[src/rtl/key_counter_with_disp.sv]
// key_counter_with_disp: debounced active-low key advancing a BCD digit shown on a seven-segment display.
// Optional auto-repeat while the key is held is enabled by defining KEY_AUTO_REPEAT_EN.
module seven_segment_disp (
  input  logic [3:0] bcd,
  output logic [6:0] seg,
  output logic       n_segment
);
  always_comb begin
    seg = 7'h7f;
    case (bcd)
      4'd0: seg = 7'b1000000;
      4'd1: seg = 7'b1111001;
      4'd2: seg = 7'b0100100;
      4'd3: seg = 7'b0110000;
      4'd4: seg = 7'b0011001;
      4'd5: seg = 7'b0010010;
      4'd6: seg = 7'b0000010;
      4'd7: seg = 7'b1111000;
      4'd8: seg = 7'b0000000;
      4'd9: seg = 7'b0010000;
      default: seg = 7'h7f;
    endcase
  end
  assign n_segment = 1'b0;
endmodule

module key_counter_with_disp #(
  parameter int DEBOUNCE_CYCLES     = 1000000,
  parameter int REPEAT_DELAY_CYCLES = 25000000,
  parameter int REPEAT_RATE_CYCLES  = 5000000
) (
  input  logic       clk,
  input  logic       rst,
  input  logic       key_n,
  output logic [3:0] count,
  output logic       press,
  output logic [6:0] seg,
  output logic       n_segment
);
  localparam int TW = $clog2(DEBOUNCE_CYCLES + 1);
  typedef enum logic [1:0] {IDLE, DEB_PRESS, HELD, DEB_RELEASE} state_t;
  state_t state_q, state_d;
  logic [1:0] sync_q;
  logic key_sync;
  logic [TW-1:0] tmr_q, tmr_d;
  logic [3:0] count_q, count_d;
  logic press_q, press_d;
  logic rep_fire;
  assign key_sync = sync_q[1];
  assign count_d = press_d ? (count_q == 4'd9 ? 4'd0 : count_q + 4'd1) : count_q;
`ifdef KEY_AUTO_REPEAT_EN
  localparam int RMAX = REPEAT_DELAY_CYCLES > REPEAT_RATE_CYCLES ? REPEAT_DELAY_CYCLES : REPEAT_RATE_CYCLES;
  localparam int RW = $clog2(RMAX + 1);
  logic [RW-1:0] rep_q, rep_d;
  logic first_q, first_d;
  // first_q selects the initial hold delay until the first repeat has fired
  assign rep_fire = state_q == HELD && rep_q == (first_q ? RW'(REPEAT_DELAY_CYCLES - 1) : RW'(REPEAT_RATE_CYCLES - 1));
  assign rep_d = (state_q == HELD && state_d == HELD && !rep_fire) ? rep_q + RW'(1) : '0;
  assign first_d = state_d != HELD ? 1'b1 : (rep_fire ? 1'b0 : first_q);
  always_ff @(posedge clk) begin
    if (rst) begin
      rep_q <= '0;
      first_q <= 1'b1;
    end else begin
      rep_q <= rep_d;
      first_q <= first_d;
    end
  end
`else
  logic unused_rep;
  assign rep_fire = 1'b0;
  assign unused_rep = REPEAT_DELAY_CYCLES[0] ^ REPEAT_RATE_CYCLES[0];
`endif
  always_comb begin
    state_d = state_q;
    tmr_d = tmr_q;
    press_d = 1'b0;
    case (state_q)
      IDLE: if (!key_sync) begin
        state_d = DEB_PRESS;
        tmr_d = '0;
      end
      DEB_PRESS: if (key_sync) state_d = IDLE;
        else if (tmr_q == TW'(DEBOUNCE_CYCLES - 1)) begin
          state_d = HELD;
          press_d = 1'b1;
        end else tmr_d = tmr_q + TW'(1);
      HELD: if (key_sync) begin
        state_d = DEB_RELEASE;
        tmr_d = '0;
      end else press_d = rep_fire;
      DEB_RELEASE: if (!key_sync) state_d = HELD;
        else if (tmr_q == TW'(DEBOUNCE_CYCLES - 1)) state_d = IDLE;
        else tmr_d = tmr_q + TW'(1);
      default: state_d = IDLE;
    endcase
  end
  always_ff @(posedge clk) begin
    if (rst) begin
      sync_q <= 2'b11;
      state_q <= IDLE;
      tmr_q <= '0;
      count_q <= '0;
      press_q <= 1'b0;
    end else begin
      sync_q <= {sync_q[0], key_n};
      state_q <= state_d;
      tmr_q <= tmr_d;
      count_q <= count_d;
      press_q <= press_d;
    end
  end
  assign count = count_q;
  assign press = press_q;
  seven_segment_disp u_disp (.bcd(count_q), .seg(seg), .n_segment(n_segment));
endmodule
[config.mk]
export PLATFORM = sky130hd
export DESIGN_NAME = key_counter_with_disp
export DESIGN_NICKNAME = d
export VERILOG_FILES = /design/src/rtl/key_counter_with_disp.sv
export SDC_FILE = /design/constraint.sdc
export NUM_CORES = 1
export LEC_CHECK = 0
export BUFFER_PORTS_ARGS = -buffer_cell sky130_fd_sc_hd__buf_2
export CORE_ASPECT_RATIO = 1.4
export CORE_MARGIN = 4
export CORE_UTILIZATION = 50
export CTS_CLUSTER_DIAMETER = 120
export CTS_CLUSTER_SIZE = 16
export DETAILED_ROUTE_END_ITERATION = 8
export PLACE_DENSITY = 0.77
export SLEW_MARGIN = 0
export SYNTH_ARGS = -nofsm -noshare
export SYNTH_HDL_FRONTEND = slang
export SYNTH_SLANG_ARGS = --single-unit
[constraint.sdc]
create_clock -name clk -period 7.4 [get_ports clk]
set_clock_uncertainty 0.05 [all_clocks]
set_input_delay 0 -clock clk [delete_from_list [all_inputs] [get_ports clk]]
set_output_delay 0 -clock clk [all_outputs]
set_load 0.03 [all_outputs]
======== Word-level counts from Yosys, hierarchy flattened ========
Memory sizes are Yosys's and may differ from the RTL's. A register that Yosys moved wholly into a read port is not among the register bits.
Index checks and enable logic that the tools add are counted.
operators by class
  reduce and logical (&&, ||, !) cells .... 3
  multiplexer cells ....................... 19
  equality and inequality tests ........... 11
  add/subtract/negate cells ............... 2
operators with widths
  operator               number
  $mux 20                5
  $pmux 20 s4            1
  $add 20x1->20 const B  1
  $eq 20x20->1 const B   1
  $mux 2                 6
  $mux 4                 3
  $ne 2x2->1 const B     4
  $pmux 2 s4             1
  $reduce_and 4->1       2
  $ne 3x3->1 const B     2
  $add 4x1->4 const B    1
  $eq 2x2->1 const B     2
  $eq 4x4->1 const B     1
  $mux 1                 3
  $eq 2x1->1 const B     1
  $logic_not 2->1        1
storage, ports and cells
  register bits ........................... 29
  output and inout bits ................... 13
  memories kept ........................... 1
  input bits .............................. 3
  ROM bits ................................ 112
memory list
  memory            depth  bits a word  read ports  clocked after memory_dff  write ports  RTL line  source
  (name not given)  16     7            1           1                         0            10        case (bcd)

======== Depth between registers and ports, before layout ========
Gate-level depths: netlist of run 1.
  depth in word-level cells ............... 6
  mapped depth ............................ 11
  gate-level depth less buffers ........... 10

======== Modules after synthesis ========
From an unflattened synthesis of run 1, not the netlist that was laid out.
second synthesis, totals
  cell total of the unflattened synthesis .. 191
  area, all modules ....................... 1644.1 um^2
by module, submodules not included
  module                 area an instance (um^2)  cells an instance  times used
  key_counter_with_disp  1422.6                   156                1
  seven_segment_disp     221.5                    35                 1

======== Worst setup path after synthesis of run 1 ========
No wires, ideal clock.
  path kind ............................... register to register
  start ................................... register tmr_q[0]
  end ..................................... register, netlist name u_disp.seg[1]
  cell stages (with the launch flop) ...... 11
  arrival ................................. 2331 ps
  buffers on the path ..................... 1
  data required time ...................... 7271 ps
  setup slack ............................. 4940 ps
  clock period less this slack ............ 2460 ps
  cells stage by stage .................... dfxtp_1 ha_1 and4bb_1 and4_1 buf_2 nand3_1 xor2_1 or2_1 ha_1 a21o_1 a32oi_2
on the way
  longest elaborated chain between the ends .. 6
RTL lines
  element                               RTL line  source
  start: declaration                    45        logic [TW-1:0] tmr_q, tmr_d;
  start signal: assignment              108       tmr_q <= tmr_d;
  $eq 20x20->1                          84        else if (tmr_q == TW'(DEBOUNCE_CYCLES - 1)) begin
  $mux 1                                84
  $mux 1                                83        DEB_PRESS: if (key_sync) state_d = IDLE;
  $mux 1                                --
  $mux 4 (no source line) (2 in a row)  --
Every way passes these cells.
A chain may end at the register's enable or synchronous reset.

======== Worst setup path after layout of run 1 ========
  start ................................... register tmr_q[0]
  end ..................................... register, netlist name u_disp.seg[4]
on the way
  longest elaborated chain between the ends .. 6
RTL lines
  element                               RTL line
  $eq 20x20->1                          84
  $mux 1                                84
  $mux 1                                83
  $mux 1                                --
  $mux 4 (no source line) (2 in a row)  --
Every way passes these cells.

==> metrics.txt, run 1 <==
Least-Margin Pin Slew=736 ps; Post-synth ARST share=0%; CP Capture Type=flop; setup TNS=0 ps; XOR/XNOR Fraction of Synth Area=2.20%; RSZ-0062 raised after global routing=no; initial antenna violation count=0; final hold viol count=0; worst skew pair latency=290 ps; fillcell total=roughly 330; gr usage total=between 10% and 20%; synthesized flop and latch total=36; vias in the first global route=about 1700; share of layout cells above drive strength 1=about 15%; GRT Residual Overflow=0; Vias=roughly 1800; Die Ht=between 80 and 90 um; I/O Pins=16; Post-Syn Instances=around 240; Met2 Routed Length=about 2.3 mm; largest net degree at the start of global routing=29; TritonCTS Sinks=36; total of max-cap violations=0; min-delay worst type=in2reg; DRT iter0 DRCs=between 40 and 50; TritonCTS clock tree=done; most common cell after layout, fill and taps aside=dfxtp_1; DPL Wire Length=around 3.2 mm; CTS Buf Count=5; Die X=slightly above 60 um; CORE AREA=3740 um2; Layout area overhead=7.92%; adder-cell share of the synthesized area=3.77%; drt pass-1 iters=4; Root Buffer=clkbuf_8; Avg Vias per Cell=approximately 6.2; # port buffers=14; critical path class=reg2reg; H-tree Lvls=2; Synth cell types=50; DR WL/cell=15.0 um; commonest non-fill, non-tap cells in the layout=dfxtp_1, a21oi_1, nand2_1; Most used DFF post-synth=dfxtp_1; CP startpoint kind=flop; DRC=0; n_diodes=0; met3 WL=between 150 and 200 um; global-route wire length before repair=7.45 mm; worst path arrival time=3030 ps; worst-path maximum fanout=12; Post-Syn Nets=around 240; Netlist Area Pre-Place=~2000 um2; die area=about 5000 um2; Leak=between 0.7 and 0.8 nW; Design Power=~0.37 mW; minimum clock period=about 2900 ps; starting density of the core=a little over half; Peak VDD IR=around 140 uV; CP required=~7600 ps; final number of setup-violating endpoints=0; hold slack final=roughly 12 ps; Avg Inst Size Synth=8.47 um2; mux share of post-synthesis cell area=0%; Fmax=0.350 GHz; Seq/Total Area, Yosys=between 30 and 40%; max layer used=met4; largest family of logic cells by synthesized area=simple AND/OR/NAND/NOR gates; Post-synth EDFFs=0; Synthesis Warnings=0; clock slew at reported path FFs=around 70 ps; Cells after DPL=279; post-synthesis compound-gate area fraction=between 20% and 30%; worst rel slew slack=between 50% and 60%; Max clock buf depth=2; outcome=complete, no violations; WL final=about 4.3 mm; Post-DRT Antenna Nets=0; wl on met1=1.76 mm; fin crit share=just under 40%; PD cells=about 170 nW/um2; routability cong.=about 0.9; Slew Viols, Final=0; final layout net count=around 250; row count=26; Final Non-Filler Cells=approximately 290; number of setup buffers added after CTS=0; Post-Synth Simple-Gate Area=a little under a third
per-layer routing:
layer | track usage, % | up-vias
met1 | 19.4 | 835
met5 | 0 | -
met4 | 10.6 | 0
met2 | 35.7 | 37
met3 | 4.51 | 14
li1 | - | 905
state kept, by name, indices dropped and copies added, names as in the netlist, named ones only:
register    cells
u_disp.seg      7
count           4
state_q         1
press           1
tmr_q          20
sync_q          2
path summary, 6_finish.rpt:
check / start / endpoint / slack (ps) / cells past startpoint
worst max-delay path: tmr_q[0] / u_disp.seg[4] / 4540 / 10
worst min-delay path: rst / press / 10 / 2
worst max register to register: tmr_q[0] / u_disp.seg[4] / 4540 / 10
worst min register to register: sync_q[0] / sync_q[1] / 360 / 1
Yosys cell counts, types with 4 or more instances:
master	number	area [um2]
dfxtp_1	36	721
a21oi_1	26	130
nand2_1	16	60.1
nor2_1	13	48.8
o21ai_0	12	60.1
nand3_1	11	55.1
inv_1	8	30.0
nand4_1	8	50.1
or4_1	8	60.1
or3_1	7	43.8
ha_1	6	75.1
o31ai_1	6	45.0
clkbuf_1	5	18.8
nor3_1	5	25.0
o211ai_1	5	37.5
a31oi_1	4	25.0
and4_1	4	35.0
nor4_1	4	25.0
or2_2	4	25.0
report_power, final:
part	switching, mW	leakage [nW]	internal [mW]
Combinational	0.00694	0.356	0.00200
Sequential	0.000731	0.290	0.194
Clock	0.0695	0.0552	0.0999
Total	0.0771	0.702	0.296
metrics by stage:
step                      area, um2  setup WS (ps)  util [%]
after floorplan                1990           4940         -
after global placement         2030           4650      54.2
after detailed placement       2030           4600      54.2
after CTS                      2150           4560      57.4
after global routing           2150           4330      57.4
final                          2150           4540      57.4
worst max-delay path: stages (launching register included):
cell	delay, ps
dfxtp_1	410
ha_1	250
and4bb_1	250
and4_1	460
nand3_1	230
xor2_1	210
or2_1	270
ha_1	240
a21oi_1	170
o2111ai_1	160
o22ai_2	110
cells by family (layout without fill, tap and decap cells):
family,after synthesis,after routing
other cells,1,1
xor+xnor,5,5
flops,36,36
buf+inv,22,33
simple gates,98,98
fa+ha+maj,6,6
compound gates,67,67
what timing repair did:
action | 4_1_cts | 5_1_grt
endpoints found under the hold margin | 1 | 0
gates resized for setup | 0 | 0
hold buffers | 1 | 0
cell type report:
type | count | area, um2 | area share (%)
tap | 42 | 52.6 | 2.45
multi-input combinational | 177 | 1150 | 53.5
timing repair buffer | 15 | 80.1 | 3.73
clock inverter | 2 | 35.0 | 1.63
inverter | 10 | 37.5 | 1.75
sequential | 36 | 721 | 33.6
clock buffer | 6 | 72.6 | 3.38
Note: power is estimated with default switching activity, not from simulation.
==> inputs of run 2 (changes only) <==
- clock period: 7.4 -> 2.95 ns (I/O delays scaled with it)
==> run 2 against run 1 <==
  * First-iteration DRC count grew 110%
  * Critical endpoint unchanged
  * Non-clock buffer count grew 2
  * Clock power grew 120%
  * Wire length grew 0.35%
  * Register-to-register slack lost 4200 ps
  * Sequential share of layout area shrank 0.059 points
  * Total power grew 140%
  * Via count grew 0.45%
  * Critical path depth is the same
==> metrics.txt, run 2 (synthesis gave the netlist of run 1 again) <==
outcome=complete, no violations (unchanged); gr usage total=19.7% (was 19.4%); setup TNS=0 ps (unchanged); min-delay worst type=in2reg (unchanged); drt pass-1 iters=4 (unchanged); Root Buffer=clkbuf_8 (unchanged); initial antenna violation count=0 (unchanged); Least-Margin Pin Slew=733 ps (was 736 ps); Comb pwr share=2.5% (was 2.4%); global-route wire length before repair=7.51 mm (was 7.45 mm); Slew Viols, Final=0 (unchanged); crit-path leading delay family=simple AND/OR/NAND/NOR gates (unchanged); H-tree Lvls=2 (unchanged); switching power total=0.190 mW (was 0.0771 mW); pre-CTS setup slack=340 ps (was 4600 ps); DRC=0 (unchanged); WL final=4.35 mm (was 4.33 mm); minimum clock period=2640 ps (was 2860 ps); CP startpoint kind=flop (unchanged); TritonCTS clock tree=done (unchanged); Fmax=0.379 GHz (was 0.350 GHz); Max stage delay on crit path=400 ps (was 460 ps); final layout net count=256 (was 254); CORE AREA=3740 um2 (unchanged); max reg flops=20 (unchanged); cell-internal power=0.700 mW (was 0.296 mW); post-layout util=57.5% (was 57.4%); TritonCTS Sinks=36 (unchanged); Sequential cell area=721 um2 (unchanged); Top reg by flops=tmr_q (unchanged); Vias=1799 (was 1791); switching part of the total power=21.4% (was 20.7%); routability cong.=0.898 (was 0.916); vias in the first global route=1711 (was 1730); DR WL/cell=15.0 um (about the same); register share of total power=54.9% (was 52.2%); RSZ-0062 raised after global routing=no (unchanged); worst setup margin=309 ps (was 4540 ps); post-cts hold buffer count=1 (unchanged); fillcell total=347 (was 327); starting density of the core=53.2% (unchanged); commonest non-fill, non-tap cells in the layout=dfxtp_1, a21oi_1, nand2_1 (unchanged); Die Ht=82.6 um (unchanged); Max clock buf depth=2 (unchanged); Design Power=0.891 mW (was 0.373 mW); fin crit share=89.5% (was 38.7%); worst path arrival time=2810 ps (was 3030 ps); # port buffers=14 (unchanged); worst skew pair latency=290 ps (about the same); row count=26 (unchanged); I/O Pins=16 (unchanged); Die X=61.3 um (unchanged); CP Capture Type=flop (unchanged); largest net degree at the start of global routing=29 (unchanged); critical path class=reg2reg (unchanged); Layout area overhead=8.11% (was 7.92%); post-CTS sizing=0 (unchanged); CP cell instances=ha_1 > and4bb_1 > and4_1 > nand3_1 > xor2_1 > or2_1 > ha_1 > o21ai_0 > o211ai_1 > o22ai_2 (was ha_1 > and4bb_1 > and4_1 > nand3_1 > xor2_1 > or2_1 > ha_1 > a21oi_1 > o2111ai_1 > o22ai_2); worst-path maximum fanout=7 (was 12); die area=5070 um2 (unchanged); number of setup buffers added after CTS=0 (unchanged); clock slew at reported path FFs=70 ps (about the same); final hold viol count=0 (unchanged); Leak=0.708 nW (was 0.702 nW); Buffers & Inverters on Critical Path=0 (unchanged); Clk pwr share=42.6% (was 45.4%); area occupied by multi-input gates=1150 um2 (unchanged); CP max stage cell=dfxtp_1 (was and4_1); worst rel slew slack=51.1% (was 50.9%); Peak VDD IR=245 uV (was 140 uV); share of layout cells above drive strength 1=16.2% (was 15.4%); Post-DRT Antenna Nets=0 (unchanged); Avg Vias per Cell=6.22 (about the same); total of max-cap violations=0 (unchanged); CTS Buf Count=5 (unchanged); GRT Residual Overflow=0 (unchanged); final number of setup-violating endpoints=0 (unchanged); DPL Wire Length=3.20 mm (was 3.21 mm); most common cell after layout, fill and taps aside=dfxtp_1 (unchanged); PD cells=414 nW/um2 (was 174 nW/um2); CP required=3120 ps (was 7570 ps); n_diodes=0 (unchanged); crit-path most repeated cell=ha_1 (unchanged); DRT iter0 DRCs=101 (was 48)
-- run 2: changes by cell type in the layout (fill, tap and decap cells not counted) --
cell / delta
buf_4: +2
clkbuf_8: +2
bufinv_16: -1
clkbuf_1: -1
clkinv_2: -1
-- run 2: path summary, 6_finish.rpt --
kind                            startpoint             to  slack, ps  depth (start not counted)
worst max-delay path              tmr_q[0]  u_disp.seg[4]        310                         10
worst min-delay path                   rst       count[0]         20                          2
worst max register to register    tmr_q[0]  u_disp.seg[4]        310                         10
worst min register to register   sync_q[0]      sync_q[1]        360                          1
-- run 2: stage by stage --
| stage | std cells | hold WS [ps] | area, um2 |
|---|---|---|---|
| final | 289 | 21.8 | 2150 |
| after floorplan | 235 | 53.8 | 1990 |
| after global routing | 289 | 63.1 | 2150 |
| after global placement | 281 | 136 | 2040 |
| after detailed placement | 281 | 137 | 2040 |
| after CTS | 289 | 17.4 | 2150 |
-- run 2: per-layer routing --
layer	GRT usage, %	vias up	part of all wire [%]
met5	0	-	0
met4	10.6	0	2.6
met3	2.95	13	2.9
met2	35.1	34	54
met1	21.6	849	40
li1	-	903	-
-- run 2: layout make-up --
type / instances / area share (%)
multi-input cells: 177 / 53.4
flip-flops and latches: 36 / 33.5
clock buffers: 7 / 4.48
repair buffers: 17 / 4.42
well taps: 42 / 2.44
inverters: 10 / 1.75
-- run 2: power groups by stage --
stage                     clock network (mW)  registers (mW)  logic (mW)
after floorplan                            0           0.499      0.0212
after global placement                     0           0.500      0.0212
after detailed placement                   0           0.500      0.0216
after CTS                              0.384           0.489      0.0224
after global routing                   0.404           0.489      0.0252
final                                  0.379           0.489      0.0223
==> inputs of run 3 (changes only) <==
- CELL_PAD_IN_SITES_DETAIL_PLACEMENT: unset -> 1
- CELL_PAD_IN_SITES_GLOBAL_PLACEMENT: unset -> 2
- CORE_UTILIZATION: 50 -> 36
- PLACE_DENSITY: 0.77 -> 0.87
==> run 3 against run 2 <==
  * Global-route usage decreased by 2.9 points
  * Utilization decreased by 16 points
  * Cell count increased by 8.7%
  * Critical path depth decreased by 1
  * Combinational power increased by 3%
  * Sequential share of layout area decreased by 0.40 points
  * Largest power group unchanged
  * Critical path type unchanged
  * Cell area increased by 1.2%
  * Sequential cell count unchanged
  * Largest cell class unchanged
  * Wire length increased by 20%
  * Register-to-register slack got worse by 110 ps
  * Non-clock buffer count increased by 1
  * Critical endpoint is now u_disp.seg[6]
==> metrics.txt, run 3 (synthesis gave the netlist of run 1 again) <==
vias in the first global route=1870 (was 1711); PD cells=390 nW/um2 (was 414 nW/um2); Least-Margin Pin Slew=803 ps (was 733 ps); CP startpoint kind=flop (unchanged); worst path arrival time=2890 ps (was 2810 ps); Die X=70.8 um (was 61.3 um); Leak=0.706 nW (was 0.708 nW); total of max-cap violations=0 (unchanged); worst-path maximum fanout=7 (unchanged); row count=31 (was 26); starting density of the core=37.7% (was 53.2%); largest net degree at the start of global routing=29 (unchanged); Vias=1817 (was 1799); DRT iter0 DRCs=80 (was 101); worst setup margin=203 ps (was 309 ps); gr usage total=16.8% (was 19.7%); Comb pwr share=2.7% (was 2.5%); DRC=0 (unchanged); placed inst area=2080 um2 (was 2040 um2); TritonCTS clock tree=done (unchanged); final hold viol count=0 (unchanged); # port buffers=14 (unchanged); n_diodes=0 (unchanged); outcome=complete, no violations (unchanged); Die Ht=96.0 um (was 82.6 um); Buffers & Inverters on Critical Path=0 (unchanged); wl on met1=2.07 mm (was 1.76 mm); register share of total power=57.6% (was 54.9%); global-route wire length before repair=9.08 mm (was 7.51 mm); fin crit share=93.1% (was 89.5%); Fmax=0.364 GHz (was 0.379 GHz); final number of setup-violating endpoints=0 (unchanged); WL final=5.22 mm (was 4.35 mm); share of layout cells above drive strength 1=16.5% (was 16.2%); switching power total=0.196 mW (was 0.190 mW); Layout area overhead=9.43% (was 8.11%); design area=2180 um2 (was 2150 um2); Met2 Routed Length=2.88 mm (was 2.35 mm); Max clock buf depth=2 (unchanged); clock slew at reported path FFs=80 ps (was 70 ps); crit-path leading delay family=compound AO/OA/AOI/OAI gates (was simple AND/OR/NAND/NOR gates); CP Capture Type=flop (unchanged); most common cell after layout, fill and taps aside=dfxtp_1 (unchanged); H-tree Lvls=2 (unchanged); commonest non-fill, non-tap cells in the layout=dfxtp_1, a21oi_1, nand2_1 (unchanged); GRT Residual Overflow=0 (unchanged); DR WL/cell=16.6 um (was 15.0 um); min-delay worst type=in2reg (unchanged); Root Buffer=clkbuf_8 (unchanged); routability cong.=0.813 (was 0.898); CP max stage cell=o21ai_0 (was dfxtp_1); hold slack final=23.1 ps (was 21.8 ps); I/O Pins=16 (unchanged); critical path class=reg2reg (unchanged); Clk pwr share=39.6% (was 42.6%); minimum clock period=2750 ps (was 2640 ps); Peak VDD IR=186 uV (was 245 uV); met3 WL=139 um (was 126 um); Max stage delay on crit path=480 ps (was 400 ps); max layer used=met4 (unchanged); die area=6800 um2 (was 5070 um2); setup TNS=0 ps (unchanged); initial antenna violation count=0 (unchanged); Slew Viols, Final=0 (unchanged); max reg flops=20 (unchanged); switching part of the total power=23.1% (was 21.4%); DPL Wire Length=3.97 mm (was 3.20 mm); worst skew pair latency=290 ps (about the same); RSZ-0062 raised after global routing=no (unchanged); CP required=3090 ps (was 3120 ps); final layout net count=257 (was 256); CP cell instances=ha_1 > and4bb_1 > nand4_2 > o21ai_0 > a21oi_1 > ha_1 > a21oi_1 > o21ai_0 > a31o_2 (was ha_1 > and4bb_1 > and4_1 > nand3_1 > xor2_1 > or2_1 > ha_1 > o21ai_0 > o211ai_1 > o22ai_2); Avg Vias per Cell=5.79 (was 6.22); Post-DRT Antenna Nets=0 (unchanged); cell-internal power=0.653 mW (was 0.700 mW); CORE AREA=5280 um2 (was 3740 um2); CTS Buf Count=5 (unchanged); Top reg by flops=tmr_q (unchanged); worst rel slew slack=46.5% (was 51.1%); TritonCTS Sinks=36 (unchanged); drt pass-1 iters=4 (unchanged); pre-CTS setup slack=263 ps (was 340 ps)
## run 3: worst paths after layout
path / start / endpoint / slack, ps / cells after the start
max: tmr_q[0] / u_disp.seg[6] / 200 / 9
min: rst / press / 20 / 2
max reg2reg: tmr_q[0] / u_disp.seg[6] / 200 / 9
min reg2reg: sync_q[0] / sync_q[1] / 360 / 1
## run 3: metrics by stage
| stage | std cells | util (%) | power [mW] |
|---|---|---|---|
| after floorplan | 235 | - | 0.521 |
| after global placement | 306 | 39.5 | 0.523 |
| after detailed placement | 306 | 39.5 | 0.523 |
| after CTS | 314 | 41.1 | 0.865 |
| after global routing | 314 | 41.3 | 0.884 |
| final | 314 | 41.3 | 0.849 |
## run 3: what timing repair did
item                       CTS  global route
setup endpoints to repair    0             1
gates resized for setup      0             1
setup buffers                0             0
hold endpoints to repair     1             0
hold buffers                 1             0
## run 3: per-layer routing
layer  up-vias  track usage, %
met3        11            2.51
met1       878            17.9
li1        906               -
met2        22            32.1
met5         -               0
met4         0            7.52
## run 3: cell type report
class / count / area (um2)
Inverter: 10 / 37.5
Sequential cell: 36 / 721
Fill cell: 663 / 3100
Clock inverter: 1 / 5.00
Multi-Input combinational cell: 177 / 1160
Timing Repair Buffer: 18 / 103
Tap cell: 66 / 82.6
Clock buffer: 6 / 72.6
## run 3: power by group through the flow
stage	clock (mW)	combinational, mW	sequential, mW
final	0.336	0.0230	0.489
after global placement	0	0.0224	0.500
after floorplan	0	0.0212	0.499
after CTS	0.353	0.0237	0.489
after global routing	0.369	0.0261	0.489
after detailed placement	0	0.0226	0.501
